===== config.mk =====
export PLATFORM = sky130hd
export DESIGN_NAME = multicycle_ctrl
export DESIGN_NICKNAME = d
export VERILOG_FILES = /design/src/rtl/multicycle_ctrl.sv
export SDC_FILE = /design/constraint.sdc
export NUM_CORES = 1
export LEC_CHECK = 0
export ABC_AREA = 1
export CORE_ASPECT_RATIO = 0.75
export CORE_MARGIN = 2
export CORE_UTILIZATION = 25
export DETAILED_ROUTE_END_ITERATION = 8
export GPL_TIMING_DRIVEN = 0
export PLACE_DENSITY_LB_ADDON = 0.05
export SYNTH_ARGS = -nofsm -noshare
export SYNTH_HDL_FRONTEND = slang
export SYNTH_SLANG_ARGS = --single-unit

===== constraint.sdc =====
create_clock -name clk -period 2.25 [get_ports clk]
set_clock_uncertainty 0.1 [all_clocks]
set_input_delay 0.3375 -clock clk [delete_from_list [all_inputs] [get_ports clk]]
set_output_delay 0.3375 -clock clk [all_outputs]
set_load 0.02 [all_outputs]

===== src/rtl/multicycle_ctrl.sv =====
// Multi-cycle sequencer for the 9-bit ISA: owns PC, IR and run/halt state,
// drives the ALU command and register selects, and handshakes with data memory.
module multicycle_ctrl #(
  parameter int PC_W  = 8,
  parameter int CNT_W = 16
) (
  input  logic             clk,
  input  logic             rst_n,
  input  logic             start,
  output logic             done,
  output logic [PC_W-1:0]  imem_addr,
  input  logic [8:0]       imem_rdata,
  output logic [2:0]       alu_cmd,
  input  logic [7:0]       alu_rslt,
  output logic [2:0]       rf_raddr_a,
  output logic [2:0]       rf_raddr_b,
  input  logic [7:0]       rf_rdata_a,
  output logic             rf_we,
  output logic [2:0]       rf_waddr,
  output logic [7:0]       rf_wdata,
  output logic [7:0]       dmem_addr,
  output logic             dmem_re,
  output logic             dmem_we,
  output logic [7:0]       dmem_wdata,
  input  logic [7:0]       dmem_rdata,
  input  logic             dmem_ack,
  output logic [PC_W-1:0]  pc,
  output logic [CNT_W-1:0] retired
);

  typedef enum logic [2:0] {
    S_IDLE, S_FETCH, S_DECODE, S_EXEC, S_MEM, S_WB, S_HALT
  } state_t;

  localparam logic [2:0] OP_BNE  = 3'b011;
  localparam logic [8:0] HALT_IR = 9'h1FF;

  state_t           r_state;
  logic [PC_W-1:0]  r_pc;
  logic [8:0]       r_ir;
  logic [7:0]       r_rslt_q;
  logic [CNT_W-1:0] r_retired;
  logic             r_done;
  logic [2:0]       r_alu_cmd;
  logic [2:0]       r_rf_raddr_a;
  logic [2:0]       r_rf_raddr_b;
  logic             r_rf_we;
  logic             r_dmem_re;
  logic             r_dmem_we;

  logic [2:0]       w_op;
  logic [2:0]       w_ra;
  logic [2:0]       w_rb;
  logic [2:0]       w_dec_op;
  logic [2:0]       w_dec_ra;
  logic [2:0]       w_dec_rb;
  logic [PC_W-1:0]  w_pc_inc;
  logic [PC_W-1:0]  w_pc_br;
  logic [CNT_W-1:0] w_retired_next;

  assign w_op     = r_ir[8:6];
  assign w_ra     = r_ir[5:3];
  assign w_rb     = r_ir[2:0];
  assign w_dec_op = imem_rdata[8:6];
  assign w_dec_ra = imem_rdata[5:3];
  assign w_dec_rb = imem_rdata[2:0];

  // PC arithmetic wraps naturally at PC_W bits; rb is a signed -4..+3 offset.
  assign w_pc_inc = r_pc + {{(PC_W-1){1'b0}}, 1'b1};
  assign w_pc_br  = r_pc + {{(PC_W-3){w_rb[2]}}, w_rb};
  assign w_retired_next = (r_retired == {CNT_W{1'b1}}) ? r_retired
                        : r_retired + {{(CNT_W-1){1'b0}}, 1'b1};

  always_ff @(posedge clk or negedge rst_n) begin
    if (!rst_n) begin
      r_state      <= S_IDLE;
      r_pc         <= '0;
      r_ir         <= '0;
      r_rslt_q     <= '0;
      r_retired    <= '0;
      r_done       <= 1'b0;
      r_alu_cmd    <= 3'd0;
      r_rf_raddr_a <= 3'd0;
      r_rf_raddr_b <= 3'd0;
      r_rf_we      <= 1'b0;
      r_dmem_re    <= 1'b0;
      r_dmem_we    <= 1'b0;
    end else begin
      case (r_state)
        S_IDLE: begin
          if (start) begin
            r_state   <= S_FETCH;
            r_pc      <= '0;
            r_retired <= '0;
          end
        end
        S_FETCH: r_state <= S_DECODE;
        S_DECODE: begin
          r_ir <= imem_rdata;
          if (imem_rdata == HALT_IR) begin
            r_state <= S_HALT;
            r_done  <= 1'b1;
          end else begin
            // EXEC-cycle outputs are loaded here so they are registered on entry.
            r_state      <= S_EXEC;
            r_alu_cmd    <= w_dec_op;
            r_rf_raddr_a <= (w_dec_op == OP_BNE) ? 3'd0 : w_dec_rb;
            r_rf_raddr_b <= (w_dec_op[2:1] == 2'b11) ? 3'd0 : w_dec_ra;
          end
        end
        S_EXEC: begin
          r_rslt_q     <= alu_rslt;
          r_alu_cmd    <= 3'd0;
          r_rf_raddr_a <= 3'd0;
          r_rf_raddr_b <= 3'd0;
          if (w_op == OP_BNE) begin
            r_state   <= S_FETCH;
            r_pc      <= (alu_rslt == 8'd1) ? w_pc_br : w_pc_inc;
            r_retired <= w_retired_next;
          end else if (w_op[2:1] == 2'b11) begin
            r_state      <= S_MEM;
            r_dmem_re    <= ~w_op[0];
            r_dmem_we    <= w_op[0];
            r_rf_raddr_a <= w_ra;
          end else begin
            r_state <= S_WB;
            r_rf_we <= 1'b1;
          end
        end
        S_MEM: begin
          if (dmem_ack) begin
            r_dmem_re    <= 1'b0;
            r_dmem_we    <= 1'b0;
            r_rf_raddr_a <= 3'd0;
            if (r_dmem_re) begin
              r_rslt_q <= dmem_rdata;
              r_state  <= S_WB;
              r_rf_we  <= 1'b1;
            end else begin
              r_state   <= S_FETCH;
              r_pc      <= w_pc_inc;
              r_retired <= w_retired_next;
            end
          end
        end
        S_WB: begin
          r_rf_we   <= 1'b0;
          r_state   <= S_FETCH;
          r_pc      <= w_pc_inc;
          r_retired <= w_retired_next;
        end
        S_HALT: begin
          if (start) begin
            r_state   <= S_FETCH;
            r_pc      <= '0;
            r_retired <= '0;
            r_done    <= 1'b0;
          end
        end
        default: r_state <= S_IDLE;
      endcase
    end
  end

  assign done       = r_done;
  assign imem_addr  = r_pc;
  assign pc         = r_pc;
  assign retired    = r_retired;
  assign alu_cmd    = r_alu_cmd;
  assign rf_raddr_a = r_rf_raddr_a;
  assign rf_raddr_b = r_rf_raddr_b;
  assign rf_we      = r_rf_we;
  assign rf_waddr   = r_rf_we ? w_ra : 3'd0;
  assign rf_wdata   = r_rf_we ? r_rslt_q : 8'd0;
  assign dmem_re    = r_dmem_re;
  assign dmem_we    = r_dmem_we;
  assign dmem_addr  = (r_dmem_re | r_dmem_we) ? r_rslt_q : 8'd0;
  // Store data comes straight from port A, which selects ra throughout MEM.
  assign dmem_wdata = r_dmem_we ? rf_rdata_a : 8'd0;

endmodule


# Word-level counts from Yosys, hierarchy flattened
# Cells that the tools add are included.
dict set report word_totals {
  regBits 57
  inputBits 37
  word_cells 109
}
dict set report op_classes {
  n_addsub 3
  eq_ne 24
  n_mux 52
  bitwise 2
  reduce_logical 16
}
# cell n
set op_table {}
lappend op_table {{2-to-1 mux 16 bit} 5}
lappend op_table {{2-to-1 mux 8 bit} 10}
lappend op_table {{case mux 16 bit (4 select lines)} 1}
lappend op_table {{2-to-1 mux 3 bit} 14}
lappend op_table {{case mux 8 bit (4 select lines)} 1}
lappend op_table {{!= test 2 bit, second input constant} 10}
lappend op_table {{case mux 3 bit (6 select lines)} 1}
lappend op_table {{adder 16 x 1 -> 16 bit, second input constant} 1}
lappend op_table {{equality test 16 bit, second input constant} 1}
lappend op_table {{case mux 8 bit (2 select lines)} 1}
lappend op_table {{equality test 3 x 2 -> 1 bit, second input constant} 4}
lappend op_table {{2-to-1 mux 1 bit} 12}
lappend op_table {{case mux 3 bit (2 select lines)} 2}
lappend op_table {{AND reduction 5 bit} 2}
lappend op_table {{equality test 3 bit, second input constant} 3}
lappend op_table {{equality test 9 bit, second input constant} 1}
lappend op_table {{case mux 3 bit (3 select lines)} 1}
lappend op_table {{AND reduction 3 bit} 3}
lappend op_table {{adder 8 x 1 -> 8 bit, second input constant} 1}
lappend op_table {{adder 8 bit} 1}
lappend op_table {{equality test 8 x 1 -> 1 bit, second input constant} 1}
lappend op_table {{case mux 1 bit (2 select lines)} 3}
lappend op_table {{nonzero test 2 bit} 3}
lappend op_table {{nonzero test 3 bit} 2}
lappend op_table {{11 further kinds} 13}

# Depth between registers and ports, before layout
dict set report depth {
  ltp_word 5
  depth_mapped 11
  mapped_depth_nobuf 11
}

# Worst setup path after synthesis
# No wires, ideal clock.
dict set report synth_timing {
  kind {reg2reg}
  start {register r_pc[0], in the netlist imem_addr[0]}
  end {register r_pc[4], in the netlist imem_addr[4]}
  setup_time_ns 0.118
  t_arrival_ns 1.645
  required_time_ns 2.032
  slack_ns 0.387
  path_stages_with_launch 12
  synth_period_minus_slack_ns 1.863
  cell_sequence {dfrtp_1 ha_1 inv_1 fa_1 inv_1 nand2_1 nand2_1 nand2_1 a21oi_1 nor2_1 nor2_1 nor2_1}
}
dict set report synth_between {
  elab_chain_len 4
  elab_cells_between_ends 7
  cone_classes {add/sub (2); mux (5)}
}
# item line
set synth_rtl {}
lappend synth_rtl {{from (decl)} 39} ;# logic [PC_W-1:0] r_pc;
lappend synth_rtl {{from (signal assigned)} 118} ;# r_pc <= (alu_rslt == 8'd1) ? w_pc_br : w_pc_inc;
lappend synth_rtl {{from (signal assigned)} 141} ;# r_pc <= w_pc_inc;
lappend synth_rtl {{from (signal assigned)} 149} ;# r_pc <= w_pc_inc;
lappend synth_rtl {{adder 8 x 1 -> 8 bit / adder 8 bit (equally long branches)} {69, 70}}
lappend synth_rtl {{2-to-1 mux 8 bit (on tied branches)} {135, 118}}
lappend synth_rtl {{2-to-1 mux 8 bit (on tied branches)} {131, 116}}
lappend synth_rtl {{case mux 8 bit (4 select lines) (*)} 89} ;# case (r_state)
# Mark *: on every way between the ends. The rest lies on a longest branch, timed or not. The select of a mux whose other input is x is not followed.
# A chain may end at the register's enable or synchronous reset.

# Worst setup path after layout
dict set report layout_timing {
  start {register r_rf_we, in the netlist rf_we}
  end {output rf_waddr[0]}
}
dict set report layout_between {
  elab_chain_len 1
}
# item line
set layout_rtl {}
lappend layout_rtl {{from (decl)} 47} ;# logic r_rf_we;
lappend layout_rtl {{from (signal assigned)} 85} ;# r_rf_we <= 1'b0;
lappend layout_rtl {{from (signal assigned)} 127} ;# r_rf_we <= 1'b1;
lappend layout_rtl {{from (signal assigned)} 138} ;# r_rf_we <= 1'b1;
lappend layout_rtl {{2-to-1 mux 3 bit} 173} ;# assign rf_waddr = r_rf_we ? w_ra : 3'd0;
lappend layout_rtl {{to (decl)} 19} ;# output logic [2:0] rf_waddr,
# No other way between the ends.

==> impl_metrics.py <==
metrics = {
    "pwr": {
        "vdd.ir_drop.worst_mv": 0.4974,
        "leakagePower_nw": 2.793,
        "power.density_nw_per_um2": 1463,
    },
    "worst_setup_path": {
        "worst_ep_required_time_ns": 1.81,
        "setup.worst_path.class": "register to output pin",
        "crit_path_max_fanout": 10,
        "regToRegSetupSlack_ns": 0.29,
        "crit_path_cell_trace": "clkbuf_4 > nand2_1 > inv_1 > clkdlybuf4s50_1",
        "worst-endpoint-arrival_ns": 1.71,
        "r2r.worst_path.cells": 11,
        "crit_path_max_incr_delay_ns": 0.59,
        "timing.rr.end": "imem_addr[4]",
        "critical_path.startpoint_type": "register",
        "worst_r2r_startpoint": "imem_addr[0]",
        "critical_path.endpoint_type": "output pin",
        "cp_slowest_cell": "clkdlybuf4s50_1",
    },
    "timing": {
        "worst_pin_slew_ns": 0.7960,
        "finalHoldViolations": 16,
        "timing.hold.ws_ns": -0.02087,
        "timing.setup.tns_ns": 0,
        "grt_setup_unrepaired": "false",
        "fmax_ghz": 0.4661,
        "timing_max_transition_violations_final": 0,
        "final_min_period_over_clock_period_pct": 95.36,
        "slew-limit-headroom_pct": 46.93,
        "report.final.setup_viol": 0,
        "finalWorstPathRequiredPeriod_ns": 2.146,
    },
    "floorplan": {
        "rows": 40,
        "die_x_um": 150.9,
        "floorplan.io_pins": 109,
        "die_height_um": 114.2,
        "dieArea_um2": 17230,
        "initial_utilization_pct": 25.42,
        "placeableCoreArea_um2": 15920,
    },
    "logic_synthesis": {
        "synth_cells": 597,
        "synth.net_count": 644,
        "synthesis.area_um2": 4046,
        "synth_enable_flop_cells": 0,
        "post_synth_num_cell_types": 35,
        "synthesis_stage_register_bit_count": 57,
        "ys_seq_area_share_pct": 35.25,
        "synth-main-ff-cell": "dfrtp_1",
        "yosys_warnings": 0,
        "synthArstFlopShare_pct": 100.0,
        "synthesis.area_per_instance_um2": 6.778,
    },
    "clock_network": {
        "clock_tree.buffer_depth": 2,
        "post-cts-setup-buffers": 0,
        "tritoncts.num_buffers": 9,
        "tritoncts": "yes",
        "cts.htree.levels": 3,
        "cts.sink_count": 57,
        "ctsRootBufferMaster": "clkbuf_16",
        "clk_pin_slew_ns": 0.06,
        "clk-insertion-delay-late_ns": 0.33,
    },
    "final_layout": {
        "multiInputGateArea_um2": 2147,
        "mostFrequentLayoutCell": "nand2_1",
        "commonest_non_fill_non_tap_cells_in_the_layout": "nand2_1 (187), clkdlybuf4s50_1 (106), inv_1 (86)",
        "ff_latch_area_um2": 1428,
        "final_cell_count_no_fill": 930,
        "design_area_um2": 5743,
        "final_net_count": 762,
        "antenna-diode-count": 0,
        "area_added_between_synthesis_and_finish_pct": 41.93,
        "num-fill-cells": 1722,
        "post_route_cells_drive_above_1_share_pct": 11.39,
    },
    "detailed_routing": {
        "drc": 0,
        "route.antenna.remaining_nets": 0,
        "num_vias": 4128,
        "drt_pass1_iterations": 4,
        "via_cell_ratio": 4.439,
        "routed_wirelength_um": 12610,
        "routedWlPerCell_um": 13.56,
        "drt_first_iter_violations": 218,
    },
    "outcome": {
        "violations": "negative hold slack",
        "run_status": "complete, but fails checks",
    },
    "grt": {
        "grt_start_max_net_pins": 58,
        "groute.usage.overall_pct": 15.27,
        "grt_pass1_wl_um": 20440,
        "grt-ovfl-total": 0,
        "grt_antenna_before_repair": 0,
        "first_global_vias": 3932,
    },
    "hold_path": {
        "class_of_the_tightest_hold_or_removal_check": "input pin to asynchronous set/reset pin",
    },
    "placed_design": {
        "placement.cell_area_um2": 5388,
        "placedCellCount": 915,
        "placement.io_buffers": 108,
        "detailedPlacementHpwl_um": 9573,
        "gp_congestion": 0.8306,
    },
    "run": {
        "maxCapViolations": 0,
    },
}
-- worst max-delay path, delay by kind of cell, from the launching register on --
kind	cells	cell delay [ns]
buffers and inverters	3	0.89
DFF	1	0.39
and+or+nand+nor	1	0.09
-- stage by stage --
| stage | util (%) | hold WS [ns] | setup slack (ns) | total power, mW |
|---|---|---|---|---|
| finish | 36.08 | -0.02087 | 0.1045 | 8.400 |
| global placement | 33.87 | 0.3849 | -1.427 | 6.834 |
| global route | 36.08 | 0.06741 | 0.0004196 | 9.136 |
| floorplan | - | -0.05809 | 0.3875 | 4.959 |
| detailed placement | 33.85 | 0.3739 | -0.004627 | 6.857 |
| CTS | 36.07 | 0.03478 | 0.06327 | 8.552 |
-- power breakdown --
group	internal [mW]	total [mW]	switching, mW	leakage [nW]
Clock	1.08	1.60	0.515	0.162
Combinational	2.00	4.96	2.96	1.91
Sequential	1.41	1.85	0.433	0.725
-- cells by family after synthesis --
logic type      count (synthesis)  synth area share, %
simple gates                  336                36.24
buf+inv                       110                11.87
compound gates                 79                12.28
flops                          57                35.25
fa+ha+maj                      10                3.278
xor+xnor                        5                1.082
-- cell usage after synthesis (2+ instances only) --
library cell / n / area, um^2
o21ai_0: 30 / 150.1
o22ai_1: 4 / 25.02
buf_2: 3 / 15.01
nand4_1: 8 / 50.05
dfrtp_1: 57 / 1426
o21bai_1: 2 / 15.01
nor2_1: 62 / 232.7
o211ai_1: 7 / 52.55
or2_2: 5 / 31.28
a21oi_1: 15 / 75.07
buf_6: 4 / 45.04
nand3b_1: 8 / 60.06
nor3_1: 2 / 10.01
nor2_2: 3 / 18.77
o21ai_2: 14 / 122.6
nand2_4: 3 / 33.78
xnor2_1: 2 / 17.52
nand2_2: 13 / 81.33
clkbuf_1: 4 / 15.01
inv_2: 4 / 15.01
xor2_1: 3 / 26.28
o21ai_1: 2 / 10.01
inv_1: 86 / 322.8
nand3_1: 43 / 215.2
buf_4: 9 / 67.56
nand2_1: 187 / 701.9
ha_1: 9 / 112.6
-- registers in the layout, indices dropped and copies added, names as in the netlist --
name	count
dmem_we	1
done	1
r_state	3
rf_raddr_b	3
r_ir	9
r_rslt_q	8
alu_cmd	3
dmem_re	1
retired	16
rf_we	1
rf_raddr_a	3
imem_addr	8
-- routing by layer --
metal	share of wire, %	up-vias	track usage [%]
met5	0	-	0
met4	0.59	0	3.364
met3	5.5	5	5.179
met2	43	99	22.48
met1	51	1907	21.65
li1	-	2117	-
-- worst max-delay path by stage --
stage                            start  slack [ns]            to  cells past startpoint
after CTS                        rf_we        0.06   rf_wdata[3]                      4
after floorplan           imem_addr[0]        0.39  imem_addr[4]                     11
after detailed placement       dmem_we      -0.005  dmem_addr[0]                      4
after global placement           rst_n       -1.43   r_rslt_q[7]                      1
after global routing             rf_we      0.0004   rf_waddr[0]                      4
final                            rf_we        0.10   rf_waddr[0]                      4
-- cell type report --
type	instances	area share, %
Clock buffer	9	3.922
Timing Repair Buffer	108	18.82
Multi-Input combinational cell	430	37.39
Sequential cell	57	24.86
Buffer	19	2.484
Tap cell	210	4.575
Inverter	90	5.882
Clock inverter	7	2.070
-- what timing repair did --
item	CTS	global route
hold buffers	0	0
endpoints found under the setup margin	18	1
gates cloned	0	0
resized for setup	5	1
endpoints found under the hold margin	0	0
(Power assumes the default switching activity.)
==> edit: new RTL, same settings <==
Re-encode `state_t` (7 states) as one-hot, 7 bits wide.
--- a/src/rtl/multicycle_ctrl.sv
+++ b/src/rtl/multicycle_ctrl.sv
@@ -30,4 +30,4 @@
 
-  typedef enum logic [2:0] {
-    S_IDLE, S_FETCH, S_DECODE, S_EXEC, S_MEM, S_WB, S_HALT
+  typedef enum logic [6:0] {
+    S_IDLE = 7'b0000001, S_FETCH = 7'b0000010, S_DECODE = 7'b0000100, S_EXEC = 7'b0001000, S_MEM = 7'b0010000, S_WB = 7'b0100000, S_HALT = 7'b1000000
   } state_t;
Function: no difference found for any inputs over 10 cycles, from zero or initial values and one cycle with rst_n low; not proved beyond that.
==> edit against the original RTL <==
- the run still ends with hold timing left
- via count grew 3.7%
- worst setup slack gained 0.018 ns
- utilization shrank 0.66 points
- total power shrank 17%
- global-route usage grew 0.31 points
- area after synthesis grew 5.4%
- cell area grew 3.5%
- cell count grew 4.2%
- non-clock buffer count is the same
- routed wire length grew 6.2%
- fmax grew 0.82%
- die area grew 5.2%
- sequential cell count grew 4
- highest routed layer unchanged
==> edit: results (changes against the original RTL) <==
metric	value	unit	change
outcome	complete, but fails checks		
violated checks	hold timing		
hold slack	-0.0193	ns	+0.00157 ns
1st-iter DRT viols	231		+6.0%
worst endpoint data arrival time	1.69	ns	-0.02 ns
Core Region	16800	um^2	+5.4%
clock buffers	11		+2
drt first pass iters	5		+1
invs w/o clock	95		+5.6%
non-filler cells, final	969		+4.2%
reg2reg setup slack	0.18	ns	-0.11 ns
pin count of the biggest net entering global routing	62		+6.9%
Post-DP Area	5610	um^2	+4.2%
final-report hold violation count	14		-2
fraction of layout cells with a size suffix above 1	9.28	%	-2.1 points
total track usage	15.6	%	+0.31 points
Final nets	796		+4.5%
worst reg-to-reg path cell count	12		+1
Area Growth Syn to Fin	39.3	%	
via count	4279		+3.7%
dpl ws	-0.118	ns	-0.113 ns
wire length on met2	5230	um	-3.8%
Leak Pwr	3.00	nW	+7.3%
total wire length	13400	um	+6.2%
clk tree area frac	5.18	%	-0.81 points
Synth area leaders	dfrtp_1 (35%), nand2_1 (19%), inv_1 (8.0%)		
dpl hpwl	10300	um	+7.7%
VDD IR max	398	uV	-20%
RePlAce Congestion	0.831		about the same
r2r endpoint	retired[6]		
Final WS setup	0.122	ns	+0.0175 ns
clock network power share	21.4	%	+2.4 points
Power Density	1180	nW/um^2	-19%
non-clk buf share	20.5	%	-0.84 points
==> edit: cell types whose count changed in the layout (fill, tap and decap cells not counted), sizes merged, moves of 4 or more <==
| cell | delta |
|---|---|
| xor2 | +9 |
| o21ai | -8 |
| nor3 | +5 |
| o211ai | -7 |
| a21oi | -7 |
| nand3 | +5 |
| or2 | -4 |
| o22ai | -4 |
| nor2 | +5 |
| inv | +5 |
| nand3b | -4 |
| nand2 | +31 |
==> edit: metal layers <==
layer  GRT usage (%)  vias up
met5               0        -
met4            4.26        0
met3            3.61        4
met2            22.4      111
met1            23.3     1971
li1                -     2193
==> edit: kinds of logic after synthesis <==
kind of cell / after synthesis / share of synthesized area [%]
and+or+nand+nor: 378 / 39.7
DFF: 61 / 35.8
xor gates and xnor gates: 15 / 3.08
AOI/OAI and AO/OA: 49 / 6.04
buffers and inverters: 115 / 11.5
adders and majority gates: 10 / 3.11
muxes: 3 / 0.704
==> edit: what timing repair did <==
item	in CTS	in global routing
pin swaps	0	0
resized for setup	6	4
setup endpoints to repair	26	19
